==> src/rtl/ctrl_pipe.sv <==
// ctrl_pipe: pipelined main control unit for the 5-stage MIPS core.
// Decodes the ID-stage opcode into a control bundle. The bundle then moves
// through the ID/EX, EX/MEM and MEM/WB registers. Each stage drives its own
// control outputs.
//
// Parameter:
//   EXT_ITYPE  1 = decode ANDI/ORI/SLTI, 0 = treat them as illegal
// Build option:
//   CTRL_PIPE_ILLEGAL_TRAP_EN  carry an illegal bit to WB; drive illegal_w
//                              and the sticky illegal_seen flag
// Ports:
//   clk, rst_n           clock, asynchronous active-low reset
//   opcode_d, valid_d    ID-stage opcode and its valid qualifier
//   stall_e, flush_e     hold / bubble the ID/EX register (flush wins)
//   branch_d, jump_d     ID-stage combinational controls
//   *_e                  EX-stage controls and hazard-unit copies
//   *_m                  MEM-stage controls
//   *_w                  WB-stage controls
//   illegal_w            illegal opcode reached WB (one-cycle pulse)
//   illegal_seen         sticky illegal flag, cleared only by reset
module ctrl_pipe #(
  parameter bit EXT_ITYPE = 1'b1
) (
  input  logic       clk,
  input  logic       rst_n,
  input  logic [5:0] opcode_d,
  input  logic       valid_d,
  input  logic       stall_e,
  input  logic       flush_e,
  output logic       branch_d,
  output logic       jump_d,
  output logic       reg_dst_e,
  output logic       alu_src_e,
  output logic       ext_zero_e,
  output logic       jal_wa_sel_e,
  output logic [2:0] alu_op_e,
  output logic       we_reg_e,
  output logic       dm2reg_e,
  output logic       valid_e,
  output logic       we_dm_m,
  output logic       we_reg_m,
  output logic       dm2reg_m,
  output logic       jal_wd_sel_m,
  output logic       valid_m,
  output logic       we_reg_w,
  output logic       dm2reg_w,
  output logic       jal_wd_sel_w,
  output logic       valid_w,
  output logic       illegal_w,
  output logic       illegal_seen
);

  typedef enum logic [5:0] {
    OP_RTYPE = 6'h00,
    OP_J     = 6'h02,
    OP_JAL   = 6'h03,
    OP_BEQ   = 6'h04,
    OP_ADDI  = 6'h08,
    OP_SLTI  = 6'h0A,
    OP_ANDI  = 6'h0C,
    OP_ORI   = 6'h0D,
    OP_LW    = 6'h23,
    OP_SW    = 6'h2B
  } opcode_t;

  typedef enum logic [2:0] {
    ALU_ADD   = 3'b000,
    ALU_SUB   = 3'b001,
    ALU_FUNCT = 3'b010,
    ALU_AND   = 3'b011,
    ALU_OR    = 3'b100,
    ALU_SLT   = 3'b101
  } alu_op_t;

  typedef struct packed {
    logic    reg_dst;
    logic    alu_src;
    logic    ext_zero;
    logic    jal_wa_sel;
    alu_op_t alu_op;
    logic    we_reg;
    logic    dm2reg;
    logic    we_dm;
    logic    jal_wd_sel;
    logic    valid;
  } ex_t;

  typedef struct packed {
    logic we_dm;
    logic we_reg;
    logic dm2reg;
    logic jal_wd_sel;
    logic valid;
  } mem_t;

  typedef struct packed {
    logic we_reg;
    logic dm2reg;
    logic jal_wd_sel;
    logic valid;
  } wb_t;

  ex_t  dec_d;
  logic illegal_d;
  ex_t  ex_q;
  mem_t mem_q;
  wb_t  wb_q;

  // A stalled EX instruction must not commit twice, so MEM receives a bubble
  // while EX is held. A flush overrides this; EX then advances normally.
  logic hold_ex;
  assign hold_ex = stall_e & ~flush_e;

  always_comb begin
    dec_d     = '0;
    branch_d  = 1'b0;
    jump_d    = 1'b0;
    illegal_d = 1'b0;
    if (valid_d) begin
      dec_d.valid = 1'b1;
      case (opcode_d)
        OP_RTYPE: begin
          dec_d.reg_dst = 1'b1;
          dec_d.we_reg  = 1'b1;
          dec_d.alu_op  = ALU_FUNCT;
        end
        OP_ADDI: begin
          dec_d.we_reg  = 1'b1;
          dec_d.alu_src = 1'b1;
          dec_d.alu_op  = ALU_ADD;
        end
        OP_BEQ: begin
          branch_d     = 1'b1;
          dec_d.alu_op = ALU_SUB;
        end
        OP_J: jump_d = 1'b1;
        OP_JAL: begin
          jump_d           = 1'b1;
          dec_d.we_reg     = 1'b1;
          dec_d.jal_wd_sel = 1'b1;
          dec_d.jal_wa_sel = 1'b1;
        end
        OP_LW: begin
          dec_d.we_reg  = 1'b1;
          dec_d.alu_src = 1'b1;
          dec_d.dm2reg  = 1'b1;
          dec_d.alu_op  = ALU_ADD;
        end
        OP_SW: begin
          dec_d.alu_src = 1'b1;
          dec_d.we_dm   = 1'b1;
          dec_d.alu_op  = ALU_ADD;
        end
        OP_ANDI, OP_ORI: begin
          if (EXT_ITYPE) begin
            dec_d.we_reg   = 1'b1;
            dec_d.alu_src  = 1'b1;
            dec_d.ext_zero = 1'b1;
            dec_d.alu_op   = (opcode_d == OP_ORI) ? ALU_OR : ALU_AND;
          end else begin
            illegal_d = 1'b1;
          end
        end
        OP_SLTI: begin
          if (EXT_ITYPE) begin
            dec_d.we_reg  = 1'b1;
            dec_d.alu_src = 1'b1;
            dec_d.alu_op  = ALU_SLT;
          end else begin
            illegal_d = 1'b1;
          end
        end
        default: illegal_d = 1'b1;
      endcase
    end
  end

  always_ff @(posedge clk or negedge rst_n) begin
    if (!rst_n) begin
      ex_q <= '0;
    end else if (flush_e) begin
      ex_q <= '0;
    end else if (!stall_e) begin
      ex_q <= dec_d;
    end
  end

  always_ff @(posedge clk or negedge rst_n) begin
    if (!rst_n) begin
      mem_q <= '0;
    end else if (hold_ex) begin
      mem_q <= '0;
    end else begin
      mem_q.we_dm      <= ex_q.we_dm;
      mem_q.we_reg     <= ex_q.we_reg;
      mem_q.dm2reg     <= ex_q.dm2reg;
      mem_q.jal_wd_sel <= ex_q.jal_wd_sel;
      mem_q.valid      <= ex_q.valid;
    end
  end

  always_ff @(posedge clk or negedge rst_n) begin
    if (!rst_n) begin
      wb_q <= '0;
    end else begin
      wb_q.we_reg     <= mem_q.we_reg;
      wb_q.dm2reg     <= mem_q.dm2reg;
      wb_q.jal_wd_sel <= mem_q.jal_wd_sel;
      wb_q.valid      <= mem_q.valid;
    end
  end

  assign reg_dst_e    = ex_q.reg_dst;
  assign alu_src_e    = ex_q.alu_src;
  assign ext_zero_e   = ex_q.ext_zero;
  assign jal_wa_sel_e = ex_q.jal_wa_sel;
  assign alu_op_e     = ex_q.alu_op;
  assign we_reg_e     = ex_q.we_reg;
  assign dm2reg_e     = ex_q.dm2reg;
  assign valid_e      = ex_q.valid;
  assign we_dm_m      = mem_q.we_dm;
  assign we_reg_m     = mem_q.we_reg;
  assign dm2reg_m     = mem_q.dm2reg;
  assign jal_wd_sel_m = mem_q.jal_wd_sel;
  assign valid_m      = mem_q.valid;
  assign we_reg_w     = wb_q.we_reg;
  assign dm2reg_w     = wb_q.dm2reg;
  assign jal_wd_sel_w = wb_q.jal_wd_sel;
  assign valid_w      = wb_q.valid;

`ifdef CTRL_PIPE_ILLEGAL_TRAP_EN
  logic ill_e, ill_m, ill_w, seen_q;

  // The illegal bit follows the same hold/bubble rules as the bundle it
  // belongs to.
  always_ff @(posedge clk or negedge rst_n) begin
    if (!rst_n) begin
      ill_e  <= 1'b0;
      ill_m  <= 1'b0;
      ill_w  <= 1'b0;
      seen_q <= 1'b0;
    end else begin
      if (flush_e) begin
        ill_e <= 1'b0;
      end else if (!stall_e) begin
        ill_e <= illegal_d;
      end
      ill_m  <= hold_ex ? 1'b0 : ill_e;
      ill_w  <= ill_m;
      seen_q <= seen_q | illegal_w;
    end
  end

  assign illegal_w    = wb_q.valid & ill_w;
  assign illegal_seen = seen_q;
`else
  logic unused_illegal;
  assign unused_illegal = illegal_d;
  assign illegal_w      = 1'b0;
  assign illegal_seen   = 1'b0;
`endif

endmodule

==> config.mk <==
export PLATFORM = sky130hd
export DESIGN_NAME = ctrl_pipe
export DESIGN_NICKNAME = d
export VERILOG_FILES = /design/src/rtl/ctrl_pipe.sv
export SDC_FILE = /design/constraint.sdc
export NUM_CORES = 1
export LEC_CHECK = 0
export CAP_MARGIN = 20
export CORE_AREA = 8 8 54 56
export CTS_CLUSTER_SIZE = 25
export DETAILED_ROUTE_END_ITERATION = 6
export DIE_AREA = 0 0 62 64
export PLACE_DENSITY_LB_ADDON = 0.08
export SYNTH_ARGS = -nofsm -noshare
export SYNTH_HDL_FRONTEND = slang
export SYNTH_SLANG_ARGS = --single-unit
==> constraint.sdc <==
create_clock -name clk -period 1.2 [get_ports clk]
set_input_delay 0.24 -clock clk [delete_from_list [all_inputs] [get_ports clk]]
set_output_delay 0.24 -clock clk [all_outputs]
set_load 0.02 [all_outputs]
# [After elaboration in Yosys (flattened, before gate mapping)]
# Cells that the tools add are included.
# W data, S select, Z words.
[classes] add_sub_neg=0 n_mul=0 div_mod_pow=0 magnitude_cmp=0 eq_ne=10 shifts=0 muxes=17 bitwise_logic=2 reduce_logical=5
[ops] cell="$mux W12" n=3
[ops] cell="$eq A6 B4 Y1 const B" n=4
[ops] cell="$eq A6 B2 Y1 const B" n=2
[ops] cell="$eq A6 B6 Y1 const B" n=2
[ops] cell="$pmux W3 S4" n=1
[ops] cell="$mux W1" n=11
[ops] cell="$reduce_or A7 Y1" n=1
[ops] cell="$eq A6 B3 Y1 const B" n=1
[ops] cell="$logic_not A6 Y1" n=1
[ops] cell="$reduce_or A6 Y1" n=1
[ops] cell="$mux W5" n=1
[ops] cell="$reduce_or A2 Y1" n=2
[ops] cell="$mux W3" n=1
[ops] cell="$ne A2 B1 Y1 const B" n=1
[ops] cell="$and A1 B1 Y1" n=1
[ops] cell="$not A1 Y1" n=1
[totals] register_bits=21 latch_bits=0 ramBits=0 rom_bits=0 in_bits=11 output_inout_bits=23 elab_cells=53 mem_count=0

# [Depth between registers and ports, before layout]
[logic_depth] depth_word=6 mapped_depth=5 depth_no_buf=4

# [Worst setup path after synthesis]
# No wires, ideal clock.
[synth_path] path_type="input to output" from="in opcode_d[1]" to="out branch_d" arrival_time_ns=1.145 required_time_ns=0.960 slack_ns=-0.185 stages=4 path_buffers=1 path_cell_list="buf_2 > nor2_1 > nand2_2 > nor3b_1"
[synth_via] elab_chain_cells=3
[synth_rtl] item="start: declaration" line="26" rtl="input logic [5:0] opcode_d,"
[synth_rtl] item="$eq A6 B3 Y1" line="121" rtl="case (opcode_d)"
[synth_rtl] item="$mux W1" line="121"
[synth_rtl] item="$mux W1" line="119" rtl="if (valid_d) begin"
[synth_rtl] item="end: declaration" line="30" rtl="output logic branch_d,"
# No other way between the ends.

# [Worst setup path in the final report]
[layout_path] from="in opcode_d[4]" to="out branch_d"
# Same word-level chain as after synthesis.

==> results_dict.tcl <==
set metrics [dict create \
    yosysWarnings 0 \
    swShare_pct 24.5 \
    status "finished, violations left" \
    max_cap_violations 0 \
    drive_above_1_share_pct 45.5 \
    slew_violations 0 \
    hold_buffers 0 \
    grt_pass1_vias 795 \
    ys_async_sr_fraction_pct 100 \
    diodes 0 \
    worst_slack_ns -0.0283 \
    grt_pass1_wl_mm 3.42 \
    endpoint_kind "output pin" \
    num_vias 766 \
    ant_nets 0 \
    grt_setup_unrepaired "true" \
    period_minus_slack_ns 1.23 \
    dpl.hpwl_mm 1.67 \
    die_w_um 62 \
    clock-skew-final_ns 0.00273 \
    synth_area_per_cell_um2 10.8 \
    worstPathRequired_ns 0.96 \
    clock_latency_ns 0.29 \
    grt_max_degree 21 \
    core_um2 2110 \
    nNetsFinal 147 \
    ys_types 27 \
    numCtsBuffers 3 \
    p_leak_nw 0.707 \
    path_clk_slew_ns 0.10 \
    routed_wl_mm 2.04 \
    die_h_um 64 \
    cp-start-kind "input pin" \
    final_common_cell "buf_4" \
    crit_arrival_ns 0.99 \
    groute.usage.overall_pct 11.0 \
    htree_levels 1 \
    fin_util_pct 63.1 \
    violations "setup timing" \
    p_per_area_nw_per_um2 894 \
    root_buffer "clkbuf_4" \
    syn-cell-area_um2 911 \
    fp.dieArea_um2 3970 \
    clk_path_buf_depth 2 \
    wl_per_cell_um 12.6 \
    area_growth_syn_to_layout_pct 45.9 \
    antenna_found_initial 0 \
    final_cell_mix "25 x buf_4, 20 x dfrtp_1, 16 x buf_2, 8 x nand2_1, 7 x nor2b_1" \
    yosysTopAreaCell "dfrtp_1" \
    synth_area_leaders "dfrtp_1 55%, nor2b_1 4.8%, buf_4 4.1%" \
    numClockSinks 20 \
    ir_worst_vdd_mv 0.642 \
    io_pins 34 \
    power.clock.fraction_pct 25.6 \
    seqPwrFrac_pct 57.7 \
    hp-class "input pin to asynchronous set/reset pin" \
    hold_viol 0 \
    worstSetupPathType "input pin to output pin" \
    start_util_pct 43.3 \
    setup_viol 1 \
    fmax_mhz 814 \
    seq_area_frac_synth_pct 54.9 \
    pre_cts_ws_ns -0.951 \
    netlist.area_leader.share_pct 54.9 \
    intPower_mw 0.896 \
    routed_via_density 4.73 \
    globalRoute.totalOverflow 0 \
    synth_seq_cells 20 \
    synth_enable_flop_cells 0 \
    p_sw_mw 0.292 \
    period_share_pct 102 \
    drcViolationCount 0 \
    syn_inst 84 \
    placementRows 17 \
    cts_tree "done" \
    drt_first_pass_iters 4 \
    drt_iter0_markers 9 \
    reg2regPathDepth 2 \
    place_congestion 0.771 \
    final.setup.tns_ns -0.0283 \
    synthFlopType "dfrtp_1" \
    critPathMaxFanout 3 \
    io_buffers 31 \
    pwr-share-comb_pct 16.8 \
]
==> kinds of logic (layout without fill, tap and decap cells) <==
family | count (synthesis) | in the layout | share of synthesized area (%)
other cells | 1 | 2 | 0.412
simple gates | 36 | 36 | 24.9
xor+xnor | 1 | 1 | 0.962
mux | 1 | 1 | 1.10
buf+inv | 10 | 59 | 6.87
compound gates | 15 | 15 | 10.9
flops | 20 | 20 | 54.9
==> per-layer routing <==
layer | track usage [%] | up-vias | part of all wire (%)
met3 | 2.60 | 2 | 5.9
met5 | 0 | - | 0
met1 | 13.6 | 357 | 46
li1 | - | 382 | -
met4 | 4.27 | 0 | 1.1
met2 | 17.7 | 25 | 47
==> state kept, by name (all words and copies together) (netlist names) <==
register / flops
reg_dst_e: 1
we_reg_w: 1
dm2reg_m: 1
we_reg_m: 1
valid_w: 1
alu_src_e: 1
alu_op_e: 3
dm2reg_w: 1
ex_q: 2
ext_zero_e: 1
we_reg_e: 1
valid_m: 1
we_dm_m: 1
jal_wd_sel_w: 1
valid_e: 1
dm2reg_e: 1
jal_wd_sel_m: 1
==> cell type report <==
class                           count  area, µm²
Fill cell                         187        777
Sequential cell                    20        500
Timing Repair Buffer               56        403
Multi-Input combinational cell     55        368
Tap cell                           28       35.0
Clock buffer                        3       22.5
==> worst paths after layout <==
kind | end | start | slack, ns
max | branch_d | opcode_d[4] | -0.03
min | we_dm_m | rst_n | 0.27
max reg2reg | ex_q[1] | ex_q[1] | 0.37
min reg2reg | we_reg_w | we_reg_m | 0.39
max in group asynchronous | reg_dst_e | rst_n | 0.73
min in group clk | valid_e | valid_d | 0.32
==> per-stage QoR <==
| step | std cells | power, mW | area [µm²] | hold WS (ns) |
|---|---|---|---|---|
| floorplan | 85 | 0.782 | 926 | -0.0556 |
| global placement | 157 | 0.907 | 1380 | 0.355 |
| detailed placement | 157 | 0.909 | 1380 | 0.365 |
| CTS | 162 | 1.20 | 1430 | 0.276 |
| global route | 162 | 1.24 | 1330 | 0.287 |
| finish | 162 | 1.19 | 1330 | 0.268 |
==> Yosys cell counts, types with 3 or more instances <==
library cell,number
nor2b_1,7
a21oi_1,4
o21ai_0,4
buf_2,5
nand2_1,8
nor3b_1,3
nor2_1,8
buf_4,5
a22o_1,3
dfrtp_1,20
==> worst max-delay path, cell delays in order <==
cell	delay (ns)
buf_8	0.10
nor3b_4	0.22
nand2_2	0.10
nor3b_4	0.18
buf_6	0.14
==> power groups by stage <==
stage          registers (mW)  clock network, mW  logic (mW)
2_1_floorplan           0.709                  0      0.0733
3_3_place_gp            0.698                  0       0.208
3_5_place_dp            0.699                  0       0.210
4_1_cts                 0.685              0.314       0.205
5_1_grt                 0.686              0.340       0.217
6_report                0.685              0.304       0.199
==> timing repair <==
item | in CTS | in global routing
pin swaps | 5 | 2
resized for setup | 94 | 19
buffers inserted | 2 | 0
endpoints found under the setup margin | 29 | 18
Note: power is estimated with default switching activity, not from simulation.
